===== src/rtl/cpu_pkg.sv =====
// Shared CPU definitions: datapath widths, halt opcode, PC step and fetch FSM states.
package cpu_pkg;
  localparam int INSTR_W = 16;
  localparam int ADDR_W  = 16;

  localparam logic [3:0]        OPCODE_HLT = 4'hF;
  localparam logic [ADDR_W-1:0] PC_INC     = 16'd2;

  typedef enum logic [1:0] {
    ST_IDLE,
    ST_WAIT,
    ST_HALTED
  } fetch_state_e;

  function automatic logic is_hlt_op(input logic [INSTR_W-1:0] instr);
    return instr[INSTR_W-1 -: 4] == OPCODE_HLT;
  endfunction
endpackage


===== src/rtl/fetch_fifo.sv =====
// Synchronous prefetch FIFO holding {pc, instr}; flush and reset both empty it.
module fetch_fifo
  import cpu_pkg::*;
#(
  parameter int DEPTH = 4,
  parameter int WIDTH = ADDR_W + INSTR_W
) (
  input  logic                     clk,
  input  logic                     rst,
  input  logic                     flush,
  input  logic                     push,
  input  logic                     pop,
  input  logic [WIDTH-1:0]         wdata,
  output logic [WIDTH-1:0]         rdata,
  output logic                     full,
  output logic                     empty,
  output logic [$clog2(DEPTH):0]   count
);
  localparam int PW = $clog2(DEPTH);

  logic [WIDTH-1:0] mem_q [DEPTH];
  logic [PW-1:0]    wr_ptr_q, rd_ptr_q;
  logic [PW:0]      count_q;
  logic             do_push, do_pop;

  assign full    = count_q == (PW+1)'(DEPTH);
  assign empty   = count_q == '0;
  assign count   = count_q;
  assign rdata   = mem_q[rd_ptr_q];
  assign do_push = push && !full;
  assign do_pop  = pop && !empty;

  always_ff @(posedge clk) begin
    if (do_push && !rst && !flush) mem_q[wr_ptr_q] <= wdata;
  end

  always_ff @(posedge clk) begin
    if (rst || flush) begin
      wr_ptr_q <= '0;
      rd_ptr_q <= '0;
      count_q  <= '0;
    end else begin
      if (do_push) wr_ptr_q <= wr_ptr_q + PW'(1);
      if (do_pop)  rd_ptr_q <= rd_ptr_q + PW'(1);
      case ({do_push, do_pop})
        2'b10:   count_q <= count_q + (PW+1)'(1);
        2'b01:   count_q <= count_q - (PW+1)'(1);
        default: count_q <= count_q;
      endcase
    end
  end
endmodule


===== src/rtl/fetch_unit.sv =====
// Instruction fetch stage: PC, single-outstanding imem handshake, prefetch queue, redirect.
// Halt predecode is built only when FETCH_HLT_DETECT_EN is defined.
//
// state     | meaning
// ST_IDLE   | no live request; issues when a queue slot is free (waits out a stale response if drop_q)
// ST_WAIT   | one request outstanding; imem_req/imem_addr held
// ST_HALTED | halt opcode fetched; no more requests, queue still drains
module fetch_unit
  import cpu_pkg::*;
#(
  parameter int                DEPTH    = 4,
  parameter logic [ADDR_W-1:0] RESET_PC = 16'h0000
) (
  input  logic               clk,
  input  logic               rst,
  output logic               imem_req,
  output logic [ADDR_W-1:0]  imem_addr,
  input  logic               imem_valid,
  input  logic [INSTR_W-1:0] imem_rdata,
  input  logic               redirect,
  input  logic [ADDR_W-1:0]  redirect_pc,
  output logic               dec_valid,
  output logic [INSTR_W-1:0] dec_instr,
  output logic [ADDR_W-1:0]  dec_pc,
  input  logic               dec_ready,
  output logic               hlt
);
  localparam int CNT_W = $clog2(DEPTH) + 1;

  fetch_state_e              state_q;
  logic [ADDR_W-1:0]         pc_q, addr_q;
  logic                      drop_q;
  logic                      outstanding, redir_eff, resp_ok, hlt_hit;
  logic                      fifo_push, fifo_full, fifo_empty;
  logic [CNT_W-1:0]          fifo_count;
  logic [ADDR_W-1:0]         tgt_pc;
  logic [ADDR_W+INSTR_W-1:0] fifo_rdata;

`ifdef FETCH_HLT_DETECT_EN
  assign hlt_hit = is_hlt_op(imem_rdata);
  assign hlt     = state_q == ST_HALTED;
`else
  assign hlt_hit = 1'b0;
  assign hlt     = 1'b0;
`endif

  // A response is still owed to us in WAIT, or in IDLE after a reset/redirect abandoned one.
  assign outstanding = (state_q == ST_WAIT) || drop_q;
  assign redir_eff   = redirect && (state_q != ST_HALTED);
  assign resp_ok     = (state_q == ST_WAIT) && imem_valid && !drop_q;
  assign fifo_push   = resp_ok && !redir_eff && !fifo_full;
  assign tgt_pc      = {redirect_pc[ADDR_W-1:1], 1'b0};
  assign imem_req    = state_q == ST_WAIT;
  assign imem_addr   = addr_q;
  assign dec_valid   = !fifo_empty;
  assign {dec_pc, dec_instr} = fifo_rdata;

  fetch_fifo #(.DEPTH(DEPTH), .WIDTH(ADDR_W + INSTR_W)) u_fifo (
    .clk   (clk),
    .rst   (rst),
    .flush (redir_eff),
    .push  (fifo_push),
    .pop   (dec_ready),
    .wdata ({addr_q, imem_rdata}),
    .rdata (fifo_rdata),
    .full  (fifo_full),
    .empty (fifo_empty),
    .count (fifo_count)
  );

  always_ff @(posedge clk) begin
    if (rst) begin
      state_q <= ST_IDLE;
      pc_q    <= RESET_PC;
      addr_q  <= RESET_PC;
      drop_q  <= outstanding && !imem_valid;
    end else if (redir_eff) begin
      pc_q <= tgt_pc;
      if (outstanding && !imem_valid) begin
        drop_q <= 1'b1;
      end else begin
        drop_q  <= 1'b0;
        state_q <= ST_WAIT;
        addr_q  <= tgt_pc;
      end
    end else begin
      case (state_q)
        ST_IDLE: begin
          if (drop_q) begin
            if (imem_valid) drop_q <= 1'b0;
          end else if (fifo_count < CNT_W'(DEPTH)) begin
            state_q <= ST_WAIT;
            addr_q  <= pc_q;
          end
        end
        ST_WAIT: begin
          if (imem_valid) begin
            drop_q <= 1'b0;
            if (drop_q) begin
              state_q <= ST_IDLE;
            end else begin
              pc_q    <= addr_q + PC_INC;
              state_q <= hlt_hit ? ST_HALTED : ST_IDLE;
            end
          end
        end
        ST_HALTED: state_q <= ST_HALTED;
        default:   state_q <= ST_IDLE;
      endcase
    end
  end
endmodule


===== config.mk =====
export PLATFORM = sky130hd
export DESIGN_NAME = fetch_unit
export DESIGN_NICKNAME = d
export VERILOG_FILES = /design/src/rtl/cpu_pkg.sv /design/src/rtl/fetch_fifo.sv /design/src/rtl/fetch_unit.sv
export SDC_FILE = /design/constraint.sdc
export NUM_CORES = 1
export LEC_CHECK = 0
export CELL_PAD_IN_SITES_DETAIL_PLACEMENT = 0
export CELL_PAD_IN_SITES_GLOBAL_PLACEMENT = 1
export CORE_UTILIZATION = 30
export CTS_CLUSTER_SIZE = 25
export DETAILED_ROUTE_END_ITERATION = 8
export GPL_ROUTABILITY_DRIVEN = 0
export MAX_ROUTING_LAYER = met4
export PLACE_DENSITY_LB_ADDON = 0.1
export SETUP_SLACK_MARGIN = 0.15
export SYNTH_ARGS = -nofsm -noshare
export SYNTH_HDL_FRONTEND = slang
export SYNTH_SLANG_ARGS = --single-unit

===== constraint.sdc =====
create_clock -name clk -period 4.9 [get_ports clk]
set_input_delay 1.225 -clock clk [delete_from_list [all_inputs] [get_ports clk]]
set_output_delay 1.225 -clock clk [all_outputs]
set_load 0.01 [all_outputs]

==> results of run 1 <==
[cell usage in the layout (no fill, tap or decap), drive strengths merged, types with 6 or more instances in the layout]
master	synthesis	routed
edfxtp	129	129
clkdlybuf4s50	0	85
dfxtp	43	43
nand2	39	39
nor2	34	34
mux4	32	32
clkbuf	6	17
inv	7	17
a311oi	16	16
a21oi	14	14
a22oi	10	10
xnor2	10	10
xor2	9	9
o22ai	9	9
buf	19	8
nand2b	6	6
nand4	6	6
ha	6	6
[layer usage]
layer | track usage, % | up-vias | part of all wire, %
li1 | - | 1887 | -
met1 | 18.7 | 2055 | 46
met2 | 24.1 | 85 | 49
met3 | 3.35 | 10 | 3.2
met4 | 4.14 | 0 | 1.0
met5 | - | - | 0
[power groups by stage]
stage          clock, mW  sequential (mW)  combinational, mW
2_1_floorplan          0             1.69              0.132
3_3_place_gp           0             1.70              0.237
3_5_place_dp           0             1.71              0.239
4_1_cts             1.37             1.67              0.240
5_1_grt             1.43             1.68              0.261
6_report            1.33             1.67              0.238
[stage by stage]
stage                     hold WS [ns]  cell area, um^2  utilization, %  total power [mW]
final                            0.488             8730            38.6              3.24
after global routing             0.525             8730            38.6              3.37
after CTS                        0.490             8730            38.6              3.29
after detailed placement         0.479             8150            36.0              1.95
after global placement           0.458             8150            36.0              1.94
after floorplan                  0.452             6950               -              1.82
[cell families after synthesis]
logic type / after synthesis
flops: 172
other cells: 1
compound gates: 64
simple gates: 110
xor+xnor: 19
mux: 34
fa+ha+maj: 7
buf+inv: 33
[flip-flops by register name (all words and copies together) (netlist names), named ones only]
signal / cells
u_fifo.rd_ptr_q: 2
drop_q: 1
pc_q: 16
u_fifo.wr_ptr_q: 2
u_fifo.mem_q: 128
state_q: 2
u_fifo.count: 3
imem_addr: 16
[cell type report]
type	instances	area (um^2)
clock buffer	17	425
multi-input combinational	235	2050
clock inverter	15	154
sequential	172	4740
fill	2074	13900
timing repair buffer	93	973
tap	285	357
inverter	8	30.0
[final timing paths]
kind / startpoint / cells after the start / slack [ns] / endpoint
worst max-delay path: imem_valid / 6 / 1.17 / u_fifo.mem_q[0][0]$_DFFE_PP_
worst min-delay path: pc_q[14]$_SDFFE_PP0P_ / 2 / 0.49 / imem_addr[14]$_SDFFE_PP0P_
worst max register to register: drop_q$_DFFE_PP_ / 5 / 2.01 / u_fifo.mem_q[0][0]$_DFFE_PP_
worst min register to register: pc_q[14]$_SDFFE_PP0P_ / 2 / 0.49 / imem_addr[14]$_SDFFE_PP0P_
[worst max-delay path, delay by kind of cell]
family	cells	cell delay [ns]
AND/OR/NAND/NOR	3	1.40
buffers and inverters	2	0.89
AO/OA/AOI/OAI	1	0.34
==> run summary, run 1 <==
Worst Path Required = 5.03 ns
XOR/XNOR share of the synthesized area = 2.40%
Critical Path Source Type = primary input
Worst Tran Pin Value = 1.28 ns
Hold Buf Count CTS = 0
Drt wl/cell = 19.6 um
Die area = 0.0238 mm^2
Worst Hold Class = reg2reg
Post-DP HPWL = 9980 um
Die span in y = 154 um
Yosys reg bits = 172
Ys Warns = 0
Setup TNS = 0 ns
Worst Setup End Kind = flop
Syn avg cell area = 15.8 um^2
Unrepaired setup endpoints after global routing = no
Post-route clock skew = 0.0112 ns
Cell-by-cell listing of the critical path = clkdlybuf4s50_1 -> nand4bb_2 -> or3_1 -> a21oi_1 -> and2_2 -> buf_12
Worst vdd ir = 199 uV
Sequential share of the synthesized area = 68.2%
Gate power share = 7.3%
Io pins = 88
Max cap viols = 0
Detail Route Antenna Nets = 0
Share of layout cells above drive strength 1 = 16.5%
Sw frac = 24.3%
H-tree Lvls = 4
Syn nets = 484
Port Buffers = 85
Slew Viols, Final = 0
Synth Area in Compound Gates = 7.37%
Status = complete, no violations
Area leader, netlist = edfxtp_1
Max FO, Critical Path = 18
WS Path Type = in2reg
Net Sw Power = 0.786 mW
TritonCTS clock tree = yes
Count leader, synth = edfxtp_1
Vias in the first global route = 4258
Post-synthesis mux area share = 10.7%
Ys flop type = edfxtp_1
Initial antenna violation count = 0
Synth Area in Adders = 1.37%
Non-Filler Instances = 825
Die Span X = 154 um
Antenna cells = 0
Largest net degree at the start of global routing = 33
Worst-skew pair later-pin latency = 0.42 ns
Slew Limit Headroom = 14.4%
CTS Buffer Depth = 2
Syn Std Cell Area = 0.00695 mm^2
Worst Setup Slack, final = 1.17 ns
Fmax = 268 MHz
Via density = 4.89
Clock Power Share = 41.1%
Simple-gate share of the synthesized area = 7.62%
Row cnt = 55
Clock Tree Root = clkbuf_16
Yosys cell types = 49
Mapped Cells = 440
Top post-synthesis cells by area = edfxtp_1 (56%), dfxtp_1 (12%), mux4_2 (10%)
Vias post-DR = 4037
Pwr per Cell Area = 371 mW/mm^2
Int Pwr = 2.45 mW
CTS Buf Count = 17
Aggregate global-route resource usage = 14.9%
Synth top area share = 55.8%
Routed wire length = 16100 um
Starting DRT DRC Count = 243
GRT overflow = 0
Async S/R FF share, synth = 0%
First-pass GRT wire length = 25200 um
Number of instances in the placed design = 793
Drt first pass iters = 4
Post-CTS setup buffers = 0
Fin crit share = 76.2%
Final hold vios = 0
DRC = 0
Initial Util = 30.7%
Dpl ws = 0.707 ns
Sequential share of power = 51.6%
Slowest stage delay, CP = 0.64 ns
Final setup vio count = 0
Largest family of logic cells by synthesized area = multiplexers
CP max-delay cell = clkdlybuf4s50_1
Nets = 571
Post-synth EDFFs = 129
Critical path arrival = 3.86 ns
Clk sinks = 172
# resized after CTS = 0
Area delta synth->final = 25.7%
CORE AREA = 0.0226 mm^2
Leak = 2.78 nW
Worst-path clk slew = 0.07 ns
Tmin final = 3.73 ns
Synth top cells by count = edfxtp_1 (129), dfxtp_1 (43), nand2_1 (38), nor2_1 (34), mux4_2 (32)
(Power assumes the default switching activity.)
==> run 2: changes to the inputs <==
clock period = 3.1 ns   (was 4.9 ns; I/O delays follow)
==> run 2 against run 1 <==
Combinational power up 77%. Final cell count grew 2.4%. Critical path type is now reg2out. Register-to-register slack worse by 1.2 ns. Sequential power increased by 57%. Count of clock-buffer cells in the layout did not move. Global-route usage down 0.29 points. Worst setup slack lost 0.93 ns. Critical endpoint is now dec_instr[5]. Design area up 3.1%. Clock power grew 59%. Sequential cell count unchanged. Critical path depth fell by 3. Sequential share of layout area decreased by 1.6 points.
==> run summary, run 2 (synthesized netlist as in run 1, its figures left out) <==
GRT overflow = 0 (unchanged)
Nets = 591 (+3.5%)
Die Span X = 154 um (unchanged)
Fmax = 350 MHz
First-pass GRT wire length = 24900 um (-1.3%)
Unrepaired setup endpoints after global routing = no
Share of layout cells above drive strength 1 = 19.6% (+3.2 points)
Leak = 2.92 nW (+4.9%)
Setup TNS = 0 ns (unchanged)
Number of instances in the placed design = 810 (+2.1%)
TritonCTS clock tree = yes
Worst vdd ir = 300 uV (+51%)
Via density = 4.82 (-1.4%)
Pwr Total = 5.16 mW (+59%)
Reg with most FFs = u_fifo.mem_q
Starting DRT DRC Count = 228 (-6.2%)
Vias in the first global route = 4221 (-0.87%)
Post-CTS setup buffers = 0 (unchanged)
Row cnt = 55 (unchanged)
Worst Hold Class = reg2reg
CTS Buffer Depth = 2 (unchanged)
Slowest stage delay, CP = 0.52 ns (-0.12 ns)
Max cap viols = 0 (unchanged)
Status = complete, no violations
Multi-input logic area = 0.00205 mm^2 (unchanged)
Area delta synth->final = 29.6%
Initial Util = 30.7% (unchanged)
Port Buffers = 85 (unchanged)
Clock Tree Root = clkbuf_16
Most common cell after layout, fill and taps aside = edfxtp_1
Largest register FFs = 128 (unchanged)
Non-Filler Instances = 845 (+2.4%)
Aggregate global-route resource usage = 14.6% (-0.29 points)
Drt first pass iters = 4 (unchanged)
CP max-delay cell = mux4_2
Worst Path Required = 2.32 ns (-2.71 ns)
Clk sinks = 172 (unchanged)
Fin crit share = 92.2%
# fillers = 2084 (+0.48%)
DRC = 0 (unchanged)
H-tree Lvls = 4 (unchanged)
Post-route clock skew = 0.0143 ns (+0.00315 ns)
Cell-by-cell listing of the critical path = clkbuf_16 -> mux4_2 -> clkdlybuf4s50_1
Worst-skew pair later-pin latency = 0.42 ns (about the same)
CORE AREA = 0.0226 mm^2 (unchanged)
Final setup vio count = 0 (unchanged)
Pwr per Cell Area = 573 mW/mm^2 (+54%)
Initial antenna violation count = 0 (unchanged)
Largest net degree at the start of global routing = 33 (unchanged)
Detail Route Antenna Nets = 0 (unchanged)
Worst Setup End Kind = primary output
Drt wl/cell = 19.3 um (-1.2%)
Worst Tran Pin Value = 0.665 ns (-0.616 ns)
Worst-path clk slew = 0.07 ns (about the same)
Vias post-DR = 4077 (+0.99%)
Die span in y = 154 um (unchanged)
R2R setup slack = 0.82 ns (-1.19 ns)
Die area = 0.0238 mm^2 (unchanged)
Sequential Area = 0.00474 mm^2 (+0.11%)
Critical path arrival = 2.08 ns (-1.78 ns)
Critical Path Source Type = flop
Highest-count cells in the layout ignoring fill and taps = edfxtp_1 (129), clkdlybuf4s50_1 (85), dfxtp_1 (41)
Max FO, Critical Path = 8 (-10)
Final hold vios = 0 (unchanged)
Slew Limit Headroom = 55.7% (+41 points)
CTS Buf Count = 17 (unchanged)
WS Path Type = reg2out
Routed wire length = 16300 um (+1.2%)
Antenna cells = 0 (unchanged)
Io pins = 88 (unchanged)
Tmin final = 2.86 ns
Slew Viols, Final = 0 (unchanged)
Post-DP HPWL = 10000 um (+0.45%)
-- run 2: worst max-delay path: cells and delay by family (launching register included) --
| family | cells | cell delay, ns |
|---|---|---|
| multiplexers | 1 | 0.52 |
| buffers and inverters | 2 | 0.71 |
| flip-flops | 1 | 0.43 |
-- run 2: path summary, 6_finish.rpt --
path,from,end,cells past startpoint
min reg2reg,imem_addr[10]$_SDFFE_PP0P_,u_fifo.mem_q[2][26]$_DFFE_PP_,0
max reg2reg,state_q[1]$_SDFFE_PP0P_,u_fifo.mem_q[0][4]$_DFFE_PP_,6
min,imem_addr[10]$_SDFFE_PP0P_,u_fifo.mem_q[2][26]$_DFFE_PP_,0
max,flop,dec_instr[5],3
-- run 2: what timing repair did --
action,4_1_cts,5_1_grt
gates resized for setup,0,2
hold buffers,0,0
setup endpoints to repair,5,26
cloned,0,3
-- run 2: cell type report --
class | count | share of cell area (%)
clock inverter | 15 | 1.90
sequential | 172 | 52.7
multi-input combinational | 235 | 22.8
clock buffer | 17 | 4.73
timing repair buffer | 113 | 13.6
inverter | 8 | 0.334
tap | 285 | 3.96
-- run 2: power breakdown --
part	leakage (nW)	switching (mW)	internal, mW	total (mW)
combinational	1.09	0.211	0.209	0.421
sequential	1.54	0.0743	2.54	2.62
clock	0.293	0.971	1.15	2.12
-- run 2: stage by stage --
stage               hold slack [ns]  cell area [um^2]  setup WS (ns)  utilization (%)
CTS                           0.492              8940          0.131             39.5
detailed placement            0.472              8340         0.0528             36.8
floorplan                     0.452              6950          0.408                -
finish                        0.483              9000          0.241             39.8
global route                  0.498              9000          0.170             39.8
global placement              0.463              8340         0.0822             36.8
-- run 2: routing by layer --
metal	part of all wire, %	global-route usage, %	wire length, um
met5	0	-	0
met4	0.71	3.57	116
met3	3.9	3.61	632
met2	48	22.7	7810
met1	48	19.1	7760
